## src/rtl/uart_pkg.sv

```systemverilog
// Shared UART/ALU definitions.
// Used by uart_rx, uart_tx, the ALU and the frame assembler.
package uart_pkg;

  localparam int NB_DATA_DEFAULT = 8;
  localparam int NB_OP_DEFAULT   = 6;

  typedef enum logic [2:0] {
    S_GET_A   = 3'd0,
    S_GET_B   = 3'd1,
    S_GET_OP  = 3'd2,
    S_SEND    = 3'd3,
    S_WAIT_TX = 3'd4
  } state_t;

endpackage

```

## src/rtl/rx_gap_timer.sv

```systemverilog
// Inter-byte gap timer; saturates at its last count.
// Held at zero while disabled so every frame starts fresh.
module rx_gap_timer #(
  parameter int TIMEOUT_CYCLES = 1000000
) (
  input  logic clk,
  input  logic i_rst,
  input  logic i_clear,
  input  logic i_enable,
  output logic o_expired
);

  localparam int CW =
    (TIMEOUT_CYCLES > 1) ? $clog2(TIMEOUT_CYCLES) : 1;
  localparam logic [CW-1:0] LAST = CW'(TIMEOUT_CYCLES - 1);

  logic [CW-1:0] cnt;

  always_ff @(posedge clk or posedge i_rst) begin
    if (i_rst) begin
      cnt <= '0;
    end else if (i_clear || !i_enable) begin
      cnt <= '0;
    end else if (cnt != LAST) begin
      cnt <= cnt + CW'(1);
    end
  end

  assign o_expired = i_enable && (cnt == LAST);

endmodule

```

## src/rtl/uart_alu_interface.sv

```systemverilog
// Assembles A, B and opcode bytes for the ALU.
// Returns the ALU result to uart_tx as one byte.
module uart_alu_interface
  import uart_pkg::*;
#(
  parameter int NB_DATA        = NB_DATA_DEFAULT,
  parameter int NB_OP          = NB_OP_DEFAULT,
  parameter int TIMEOUT_CYCLES = 1000000
) (
  input  logic               clk,
  input  logic               i_rst,
  input  logic [NB_DATA-1:0] i_rx_data,
  input  logic               i_rx_done,
  input  logic [NB_DATA-1:0] i_alu_result,
  input  logic               i_tx_done,
  output logic [NB_DATA-1:0] o_data_a,
  output logic [NB_DATA-1:0] o_data_b,
  output logic [NB_OP-1:0]   o_op,
  output logic [NB_DATA-1:0] o_tx_data,
  output logic               o_tx_start,
  output logic               o_busy,
  output logic               o_err
);

  state_t state;
  logic   in_frame;
  logic   gap_en;
  logic   expired;

  assign in_frame = (state == S_GET_A) || gap_en;
  assign gap_en   = (state == S_GET_B) || (state == S_GET_OP);

  rx_gap_timer #(
    .TIMEOUT_CYCLES(TIMEOUT_CYCLES)
  ) u_gap (
    .clk      (clk),
    .i_rst    (i_rst),
    .i_clear  (i_rx_done && in_frame),
    .i_enable (gap_en),
    .o_expired(expired)
  );

  always_ff @(posedge clk or posedge i_rst) begin
    if (i_rst) begin
      state      <= S_GET_A;
      o_data_a   <= '0;
      o_data_b   <= '0;
      o_op       <= '0;
      o_tx_data  <= '0;
      o_tx_start <= 1'b0;
      o_busy     <= 1'b0;
      o_err      <= 1'b0;
    end else begin
      o_tx_start <= 1'b0;
      o_err      <= 1'b0;
      unique case (state)
        S_GET_A: begin
          if (i_rx_done) begin
            o_data_a <= i_rx_data;
            state    <= S_GET_B;
          end
        end
        S_GET_B: begin
          if (i_rx_done) begin
            o_data_b <= i_rx_data;
            state    <= S_GET_OP;
          end else if (expired) begin
            o_err <= 1'b1;
            state <= S_GET_A;
          end
        end
        S_GET_OP: begin
          if (i_rx_done) begin
            if (|i_rx_data[NB_DATA-1:NB_OP]) begin
              o_err <= 1'b1;
              state <= S_GET_A;
            end else begin
              o_op   <= i_rx_data[NB_OP-1:0];
              o_busy <= 1'b1;
              state  <= S_SEND;
            end
          end else if (expired) begin
            o_err <= 1'b1;
            state <= S_GET_A;
          end
        end
        S_SEND: begin
          o_tx_data  <= i_alu_result;
          o_tx_start <= 1'b1;
          o_err      <= i_rx_done;
          state      <= S_WAIT_TX;
        end
        S_WAIT_TX: begin
          o_err <= i_rx_done;
          if (i_tx_done) begin
            o_busy <= 1'b0;
            state  <= S_GET_A;
          end
        end
        default: begin
          o_busy <= 1'b0;
          state  <= S_GET_A;
        end
      endcase
    end
  end

endmodule
```

## config.mk

```make
export PLATFORM = sky130hd
export DESIGN_NAME = uart_alu_interface
export DESIGN_NICKNAME = d
export VERILOG_FILES = /design/src/rtl/uart_pkg.sv /design/src/rtl/rx_gap_timer.sv /design/src/rtl/uart_alu_interface.sv
export SDC_FILE = /design/constraint.sdc
export NUM_CORES = 1
export LEC_CHECK = 0
export BUFFER_PORTS_ARGS = -buffer_cell sky130_fd_sc_hd__buf_2
export CAP_MARGIN = 20
export CORE_MARGIN = 8
export CORE_UTILIZATION = 45
export DETAILED_ROUTE_END_ITERATION = 12
export MAX_ROUTING_LAYER = met4
export PLACE_DENSITY = 0.7
export SKIP_CTS_REPAIR_TIMING = 1
export SLEW_MARGIN = 10
export SYNTH_ARGS = -nofsm -noshare
export SYNTH_HDL_FRONTEND = slang
export SYNTH_SLANG_ARGS = --single-unit
```

## constraint.sdc

```tcl
create_clock -name clk -period 1.8 [get_ports clk]
set_clock_uncertainty 0.1 [all_clocks]
set_input_delay 0.27 -clock clk [delete_from_list [all_inputs] [get_ports clk]]
set_output_delay 0.27 -clock clk [all_outputs]
set_load 0.02 [all_outputs]
```

==> qor.yml, run 1 <==
placement:
  dpl-instance-area_um2: 3000
  dp_cells: 367
  place_congestion: 0.833
  dpl.hpwl_um: 4090
  port_buffers: 52
  dp_slack_ps: -18.1
cts:
  cts_tree: "done"
  ctsLongestPathBuffers: 2
  clk_latency_ps: 310
  cts_root_buffer: "clkbuf_8"
  cts_buffers: 5
  cts_sinks: 56
  h-tree-depth: 2
  clk_pin_slew_worst_paths_ps: 100
sta:
  min_period_over_period_pct: 95.0
  worst_pin_slew_ps: 322
  holdWs_ps: 49.8
  setup_slack_ps: 90.4
  max-slew-margin-rel_pct: 78.3
  drv_slew: 0
  setup_viol: 0
  clock.fmax_mhz: 585
  period_minus_slack_ps: 1710
  hold_viol: 0
setup_path:
  crit_cells: 4
  worstPathCellList: "and4_4, nand4_4, or4_4, a21oi_2"
  rr_worst_depth: 4
  slowest_delay_ps: 510
  r2r_start: "u_gap.cnt[11]"
  endpoint_kind: "register"
  crit_buf_inv: 0
  cp.arrival_ps: 1850
  cp_max_fo: 8
  cpMaxStageDelayCell: "or4_4"
  r2r_end: "u_gap.cnt[18]"
  crit_path_start_kind: "register"
  crit_required_ps: 1940
  rrSetupSlack_ps: 90
  cp_top_family: "simple AND/OR/NAND/NOR gates"
  path_class: "register to register"
pwr:
  p_total_w: 0.00457
  cellLeakagePower_nw: 1.45
  ir_worst_vdd_v: 0.000853
  seqPwrFrac_pct: 41.4
  switching_power_w: 0.00171
  internal-power_w: 0.00286
  combinationalPowerShare_pct: 40.6
  powerDensity_nw_per_um2: 1440
  netSwitchingFraction_pct: 37.4
  pwr-share-clk_pct: 18.0
logic_synthesis:
  synth.distinct_cells: 45
  yosysSeqAreaShare_pct: 55.0
  synth_ff_type: "dfrtp_1"
  yosysTopAreaCell: "dfrtp_1"
  synth_top_area_share_pct: 55.0
  ys_seq_elements: 56
  synth_area_um2: 2550
  synth_edf_count: 0
  ys_async_sr_fraction_pct: 100
  ys_warn_count: 0
  synthCells: 235
  synth.area.top_cells: "dfrtp_1 (55%), mux2_2 (9.7%), nand2_1 (5.2%), a21oi_1 (2.2%), o21ai_0 (2.0%)"
  syn_avg_cell_area_um2: 10.8
  synth_nets: 256
finish:
  drive_gt1_share_pct: 38.6
  fillCellCount: 494
  stdcell_count: 378
  fin_nets: 326
  postLayoutCellArea_um2: 3170
  area_growth_pct: 24.3
  multi_input_area_um2: 1110
  regArea_um2: 1410
  diodes: 0
routing:
  vias_per_cell: 5.32
  wl_per_cell_um: 14.7
  drt-total-wl_um: 5550
  drc: 0
  drt-initial-drc-count: 79
  ant_nets: 0
  num_vias: 2010
  drtPass1Iterations: 4
global_route:
  grt_first_pass_wirelength_um: 9580
  grt_max_degree: 57
  grt_pass1_vias: 2092
  grt_antenna_before_repair: 0
  grt.total_usage_pct: 14.1
  grt_remaining_overflow: 0
die:
  die-area_um2: 8330
  num_io_pins: 53
  die_h_um: 91.3
  core-area_um2: 5470
  die_x_um: 91.3
  start_util_pct: 46.6
  rows: 27
min_path:
  min_path_cells: 3
  min_path_type: "input pin to register"
  min_from: "i_alu_result[3]"
  min_to: "o_tx_data[3]"
job:
  maxCapViolCount: 0
status:
  status: "finished clean"
[layout by cell type, fill, tap and decap left out, types with 2 or more instances in the layout]
cell type / netlist / final
a21o_1: 2 / 2
a21oi_1: 11 / 10
a31oi_1: 2 / 2
and4_1: 4 / 2
and4_4: 1 / 2
buf_2: 7 / 52
buf_4: 0 / 19
clkbuf_8: 0 / 5
dfrtp_1: 56 / 53
dfrtp_2: 0 / 3
inv_1: 3 / 2
mux2_2: 22 / 22
nand2_1: 35 / 35
nand2b_1: 4 / 3
nand3_1: 8 / 8
nand3b_1: 2 / 2
nand4_1: 6 / 6
nor2_1: 11 / 11
nor2b_1: 2 / 2
nor3_1: 5 / 5
nor4_1: 3 / 2
o21ai_0: 10 / 10
o31ai_1: 4 / 4
or3_1: 3 / 3
or4_1: 3 / 2
xnor2_1: 4 / 4
xor2_1: 5 / 5
[kinds of logic (layout without fill, tap and decap cells)]
kind of cell	count (synthesis)	after routing	share of synthesized area (%)
simple gates	97	97	20.6
flops	56	56	55.0
compound gates	36	36	8.74
mux	22	22	9.72
buf+inv	14	85	2.41
xor+xnor	9	9	3.09
fa+ha+maj	1	1	0.491
[synth_stat cells, types with 4 or more instances]
cell type	number
a21oi_1	11
and4_1	4
buf_2	7
dfrtp_1	56
mux2_2	22
nand2_1	35
nand2b_1	4
nand3_1	8
nand4_1	6
nor2_1	11
nor3_1	5
o21ai_0	10
o31ai_1	4
xnor2_1	4
xor2_1	5
[worst register-to-register path, delay by kind of cell, from the launching register on]
family	cells	cell delay, ps
compound gates	1	150
flops	1	430
simple gates	3	960
[through the flow]
| step | setup TNS, ps | utilization [%] |
|---|---|---|
| 2_1_floorplan | 0 | - |
| 5_1_grt | -11.4 | 57.9 |
| 6_report | 0 | 57.9 |
| 3_5_place_dp | -18.1 | 54.9 |
| 3_3_place_gp | 0 | 54.9 |
| 4_1_cts | -71.0 | 56.9 |
[worst max path at each step]
stage | from | end | slack, ps
after global routing | u_gap.cnt[0] | u_gap.cnt[6] | -10
after floorplan | u_gap.cnt[0] | u_gap.cnt[3] | 4
after global placement | u_gap.cnt[0] | u_gap.cnt[18] | 50
final | u_gap.cnt[11] | u_gap.cnt[18] | 90
after detailed placement | u_gap.cnt[10] | u_gap.cnt[0] | -20
after CTS | u_gap.cnt[10] | u_gap.cnt[0] | -60
[area by class of cell]
cell class / instances / area share, %
Tap cell: 72 / 2.84
Inverter: 4 / 0.474
Clock inverter: 2 / 1.22
Sequential cell: 56 / 44.3
Multi-Input combinational cell: 165 / 35.2
Clock buffer: 6 / 2.29
Timing Repair Buffer: 73 / 13.7
[layer usage]
metal  vias up  share of wire, %  track usage (%)
met5         -                 0                -
li1        977                 -                -
met1       988                46             17.1
met3         4               4.5             4.12
met2        41                49             22.7
met4         0              0.56             3.27
[power groups by stage]
stage / combinational, W / sequential [W] / clock, W
floorplan: 0.000772 / 0.00231 / 0
global placement: 0.00184 / 0.00189 / 0
detailed placement: 0.00188 / 0.00191 / 0
CTS: 0.00188 / 0.00190 / 0.000842
global route: 0.00201 / 0.00195 / 0.000887
finish: 0.00185 / 0.00189 / 0.000824
[flip-flops by register name, indices dropped and copies added, names as in the netlist]
| name | cells |
|---|---|
| o_data_a | 8 |
| o_tx_data | 8 |
| state | 3 |
| o_op | 6 |
| o_data_b | 8 |
| o_err | 1 |
| o_busy | 1 |
| u_gap.cnt | 20 |
| o_tx_start | 1 |
Power figures use the tool's default switching activity.
==> run 2: changes to the inputs <==
--- a/config.mk
+++ b/config.mk
@@ -12,6 +12,7 @@
 export DETAILED_ROUTE_END_ITERATION = 12
 export MAX_ROUTING_LAYER = met4
 export PLACE_DENSITY = 0.7
+export RECOVER_POWER = 25
 export SKIP_CTS_REPAIR_TIMING = 1
 export SLEW_MARGIN = 10
 export SYNTH_ARGS = -nofsm -noshare
==> qor.yml, run 2 (synthesized netlist as in run 1, its figures left out) <==
setup_path:
  rr_worst_depth: 4  # unchanged
  cpMaxStageDelayCell: "or4_4"  # unchanged
  cp_max_fo: 8  # unchanged
  r2r_start: "u_gap.cnt[11]"  # unchanged
  r2r_end: "u_gap.cnt[18]"  # unchanged
  crit_path_start_kind: "register"  # unchanged
  slowest_delay_ps: 510  # about the same
  rrSetupSlack_ps: 90  # about the same
  worstPathCellList: "and4_4, nand4_4, or4_4, a21oi_2"  # unchanged
  cp.arrival_ps: 1850  # about the same
  path_class: "register to register"  # unchanged
  crit_required_ps: 1940  # about the same
  endpoint_kind: "register"  # unchanged
  crit_start: "u_gap.cnt[11]"  # unchanged
  crit_end: "u_gap.cnt[18]"  # unchanged
die:
  start_util_pct: 46.6  # unchanged
  die_x_um: 91.3  # unchanged
  die-area_um2: 8330  # unchanged
  num_io_pins: 53  # unchanged
  rows: 27  # unchanged
  core-area_um2: 5470  # unchanged
  die_h_um: 91.3  # unchanged
global_route:
  grt_first_pass_wirelength_um: 9580  # unchanged
  grt_pass1_vias: 2092  # unchanged
  grt.total_usage_pct: 14.1  # unchanged
  grt_max_degree: 57  # unchanged
  grt_remaining_overflow: 0  # unchanged
  grt_antenna_before_repair: 0  # unchanged
status:
  status: "finished clean"  # unchanged
cts:
  cts_sinks: 56  # unchanged
  ctsLongestPathBuffers: 2  # unchanged
  cts_tree: "done"  # unchanged
  clk_latency_ps: 310  # about the same
  h-tree-depth: 2  # unchanged
  cts_root_buffer: "clkbuf_8"  # unchanged
  clk_pin_slew_worst_paths_ps: 100  # about the same
  cts_buffers: 5  # unchanged
sta:
  hold_viol: 0  # unchanged
  min_period_over_period_pct: 95.0  # unchanged
  clock.fmax_mhz: 585  # unchanged
  setup_tns_ps: 0  # unchanged
  max-slew-margin-rel_pct: 50.2  # was 78.3%
  period_minus_slack_ps: 1710  # unchanged
  worst_pin_slew_ps: 747  # was 322 ps
  drv_slew: 0  # unchanged
  setup_viol: 0  # unchanged
finish:
  largest-register: "u_gap.cnt"  # unchanged
  fin_nets: 326  # unchanged
  diodes: 0  # unchanged
  layout_common_cells: "dfrtp_1 (53), buf_2 (52), nand2_1 (35), mux2_2 (22), buf_4 (19)"  # unchanged
  drive_gt1_share_pct: 38.2  # was 38.6%
  final_common_cell: "dfrtp_1"  # unchanged
  largest_reg_flops: 20  # unchanged
  area_growth_pct: 23.9  # was 24.3%
  utilization_pct: 57.7  # was 57.9%
pwr:
  cellLeakagePower_nw: 1.45  # about the same
  ir_worst_vdd_v: 0.000852  # was 0.000853 V
  p_total_w: 0.00457  # about the same
  powerDensity_nw_per_um2: 1450  # was 1440 nW/µm²
placement:
  dpl.hpwl_um: 4090  # unchanged
  place_congestion: 0.833  # unchanged
  port_buffers: 52  # unchanged
min_path:
  min_path_type: "input pin to register"  # unchanged
routing:
  num_vias: 2010  # unchanged
  drtPass1Iterations: 4  # unchanged
  vias_per_cell: 5.32  # unchanged
  ant_nets: 0  # unchanged
  wl_per_cell_um: 14.7  # unchanged
  drt-total-wl_um: 5550  # unchanged
  drt-initial-drc-count: 79  # unchanged
  drc: 0  # unchanged
job:
  maxCapViolCount: 0  # unchanged
==> run 2: changes by cell type in the layout (fill, tap and decap cells not counted) <==
cell      before  now
inv_2          1    0
inv_1          2    3
buf_12         1    0
clkbuf_4       0    1
==> run 2: metal layers <==
layer,share of wire (%),GRT usage (%),wire [µm],vias to the layer above
li1,-,-,-,977
met1,46,17.1,2560,988
met2,49,22.7,2710,41
met3,4.5,4.12,251,4
met4,0.56,3.27,31,0
met5,0,-,0,-
==> run 2: area by class of cell <==
cell class	instances	area, µm²
Fill cell	496	2320
Sequential cell	56	1410
Multi-Input combinational cell	165	1110
Timing Repair Buffer	73	420
Tap cell	72	90.1
Clock buffer	6	72.6
Clock inverter	2	38.8
Inverter	4	15.0
==> run 2: per-stage QoR <==
| stage | cell area (µm²) | setup WS [ps] | instances | hold WS [ps] |
|---|---|---|---|---|
| floorplan | 2550 | 3.50 | 235 | 275 |
| global placement | 3000 | 49.3 | 367 | 246 |
| detailed placement | 3000 | -18.1 | 367 | 248 |
| CTS | 3110 | -56.4 | 375 | -92.7 |
| global route | 3160 | -11.4 | 378 | 36.8 |
| finish | 3160 | 90.4 | 378 | 49.8 |
==> run 2: worst max-delay path, delay by kind of cell, from the launching register on <==
family,cells,cell delay (ps)
and+or+nand+nor,3,950
AOI/OAI and AO/OA,1,150
DFF,1,430
==> run 2: worst min-delay path by stage <==
stage	start	endpoint	slack, ps	depth (start not counted)
after floorplan	i_alu_result[0]	o_tx_data[0]	280	2
after global placement	i_rst	u_gap.cnt[2]	250	3
after detailed placement	i_rst	u_gap.cnt[4]	250	3
after CTS	i_rst	u_gap.cnt[12]	-90	3
after global routing	i_alu_result[3]	o_tx_data[3]	40	3
final	i_alu_result[3]	o_tx_data[3]	50	3
==> run 2: power by group <==
group | total (W) | internal [W] | switching, W
combinational | 0.00185 | 0.000773 | 0.00108
sequential | 0.00189 | 0.00166 | 0.000230
clock | 0.000824 | 0.000421 | 0.000403
total | 0.00457 | 0.00286 | 0.00171
==> run 3: changes to the inputs <==
--- a/config.mk
+++ b/config.mk
@@ -10,7 +10,6 @@
 export CORE_MARGIN = 8
 export CORE_UTILIZATION = 45
 export DETAILED_ROUTE_END_ITERATION = 12
-export MAX_ROUTING_LAYER = met4
 export PLACE_DENSITY = 0.7
 export RECOVER_POWER = 25
 export SKIP_CTS_REPAIR_TIMING = 1
==> qor.yml, run 3 (synthesized netlist as in run 1, its figures left out) <==
die:
  die_h_um: 91.3  # unchanged
  num_io_pins: 53  # unchanged
  die_x_um: 91.3  # unchanged
  core-area_um2: 5470  # unchanged
  rows: 27  # unchanged
  start_util_pct: 46.6  # unchanged
  die-area_um2: 8330  # unchanged
finish:
  utilization_pct: 57.7  # unchanged
  largest_reg_flops: 20  # unchanged
  drive_gt1_share_pct: 38.2  # unchanged
  largest-register: "u_gap.cnt"  # unchanged
  fin_nets: 326  # unchanged
  diodes: 0  # unchanged
  area_growth_pct: 23.9  # unchanged
  layout_common_cells: "dfrtp_1 (53), buf_2 (52), nand2_1 (35), mux2_2 (22), buf_4 (19)"  # unchanged
  final_common_cell: "dfrtp_1"  # unchanged
routing:
  num_vias: 2010  # unchanged
  wl_per_cell_um: 14.7  # about the same
  ant_nets: 0  # unchanged
  drt-total-wl_um: 5560  # was 5550 µm
  drc: 0  # unchanged
  vias_per_cell: 5.32  # unchanged
  drt-initial-drc-count: 82  # was 79
  drtPass1Iterations: 4  # unchanged
cts:
  h-tree-depth: 2  # unchanged
  ctsLongestPathBuffers: 2  # unchanged
  clk_latency_ps: 310  # about the same
  cts_sinks: 56  # unchanged
  cts_tree: "done"  # unchanged
  cts_buffers: 5  # unchanged
  clk_pin_slew_worst_paths_ps: 100  # about the same
  cts_root_buffer: "clkbuf_8"  # unchanged
global_route:
  grt.total_usage_pct: 13.7  # was 14.1%
  grt_pass1_vias: 2092  # unchanged
  grt_max_degree: 57  # unchanged
  grt_antenna_before_repair: 0  # unchanged
  grt_first_pass_wirelength_um: 9600  # was 9580 µm
  grt_remaining_overflow: 0  # unchanged
setup_path:
  slowest_delay_ps: 510  # about the same
  cp_top_family: "simple AND/OR/NAND/NOR gates"  # unchanged
  crit_path_start_kind: "register"  # unchanged
  worstPathCellList: "and4_4, nand4_4, or4_4, a21oi_2"  # unchanged
  endpoint_kind: "register"  # unchanged
  crit_required_ps: 1940  # about the same
  crit_buf_inv: 0  # unchanged
  cp.arrival_ps: 1840  # was 1850 ps
  cp_max_fo: 8  # unchanged
  path_class: "register to register"  # unchanged
  cpMaxStageDelayCell: "or4_4"  # unchanged
sta:
  hold_viol: 0  # unchanged
  max-slew-margin-rel_pct: 50.2  # about the same
  setup_tns_ps: 0  # unchanged
  setup_viol: 0  # unchanged
  drv_slew: 0  # unchanged
  period_minus_slack_ps: 1710  # about the same
  min_period_over_period_pct: 94.7  # was 95.0%
  worst_pin_slew_ps: 747  # about the same
  clock.fmax_mhz: 586  # was 585 MHz
  holdWs_ps: 50.3  # was 49.8 ps
pwr:
  switching_power_w: 0.00170  # was 0.00171 W
  ir_worst_vdd_v: 0.000852  # about the same
  internal-power_w: 0.00285  # was 0.00286 W
  powerDensity_nw_per_um2: 1440  # was 1450 nW/µm²
  cellLeakagePower_nw: 1.45  # unchanged
  combinationalPowerShare_pct: 40.5  # about the same
  netSwitchingFraction_pct: 37.4  # was 37.5%
  seqPwrFrac_pct: 41.5  # was 41.4%
  pwr-share-clk_pct: 18.0  # about the same
placement:
  place_congestion: 0.821  # was 0.833
  port_buffers: 52  # unchanged
  dpl.hpwl_um: 4090  # unchanged
job:
  maxCapViolCount: 0  # unchanged
min_path:
  min_path_type: "input pin to register"  # unchanged
status:
  status: "finished clean"  # unchanged
[run 3: worst paths after layout]
| kind | to | start | slack, ps | cells past startpoint |
|---|---|---|---|---|
| setup / recovery | u_gap.cnt[18] | u_gap.cnt[11] | 90 | 4 |
| hold / removal | o_tx_data[3] | i_alu_result[3] | 50 | 3 |
| setup reg to reg | u_gap.cnt[18] | u_gap.cnt[11] | 90 | 4 |
| hold reg to reg | o_tx_data[3] | o_tx_data[3] | 380 | 2 |
| max in group asynchronous | state[1] | i_rst | 420 | 4 |
| min in group asynchronous | u_gap.cnt[12] | i_rst | 640 | 4 |
[run 3: power groups by stage]
stage	combinational, W	sequential [W]	clock (W)
finish	0.00185	0.00189	0.000819
global route	0.00201	0.00195	0.000887
floorplan	0.000772	0.00231	0
CTS	0.00188	0.00190	0.000842
global placement	0.00184	0.00189	0
detailed placement	0.00188	0.00191	0
[run 3: layout make-up]
type / count / area [µm²]
tap: 72 / 90.1
multi-input combinational: 165 / 1110
sequential: 56 / 1410
clock inverter: 2 / 38.8
timing repair buffer: 73 / 420
clock buffer: 6 / 72.6
inverter: 4 / 15.0
fill: 496 / 2320
[run 3: worst min-delay path, cell delays in order]
cell and delay [ps]:
buf_2 70, nand2_1 40, nand2_1 40
[run 3: metal layers]
metal / global-route usage, % / vias to the layer above / wire, µm
li1: - / 977 / -
met1: 16.3 / 983 / 2450
met2: 22.7 / 45 / 2710
met3: 5.27 / 5 / 356
met4: 3.27 / 0 / 48
met5: 0 / - / 0
[run 3: through the flow]
stage / setup slack, ps / std cells / total power, W / cell area, µm²
floorplan: 3.50 / 235 / 0.00309 / 2550
global route: -12.2 / 378 / 0.00485 / 3160
CTS: -56.4 / 375 / 0.00462 / 3110
global placement: 49.3 / 367 / 0.00374 / 3000
finish: 95.0 / 378 / 0.00456 / 3160
detailed placement: -18.1 / 367 / 0.00379 / 3000
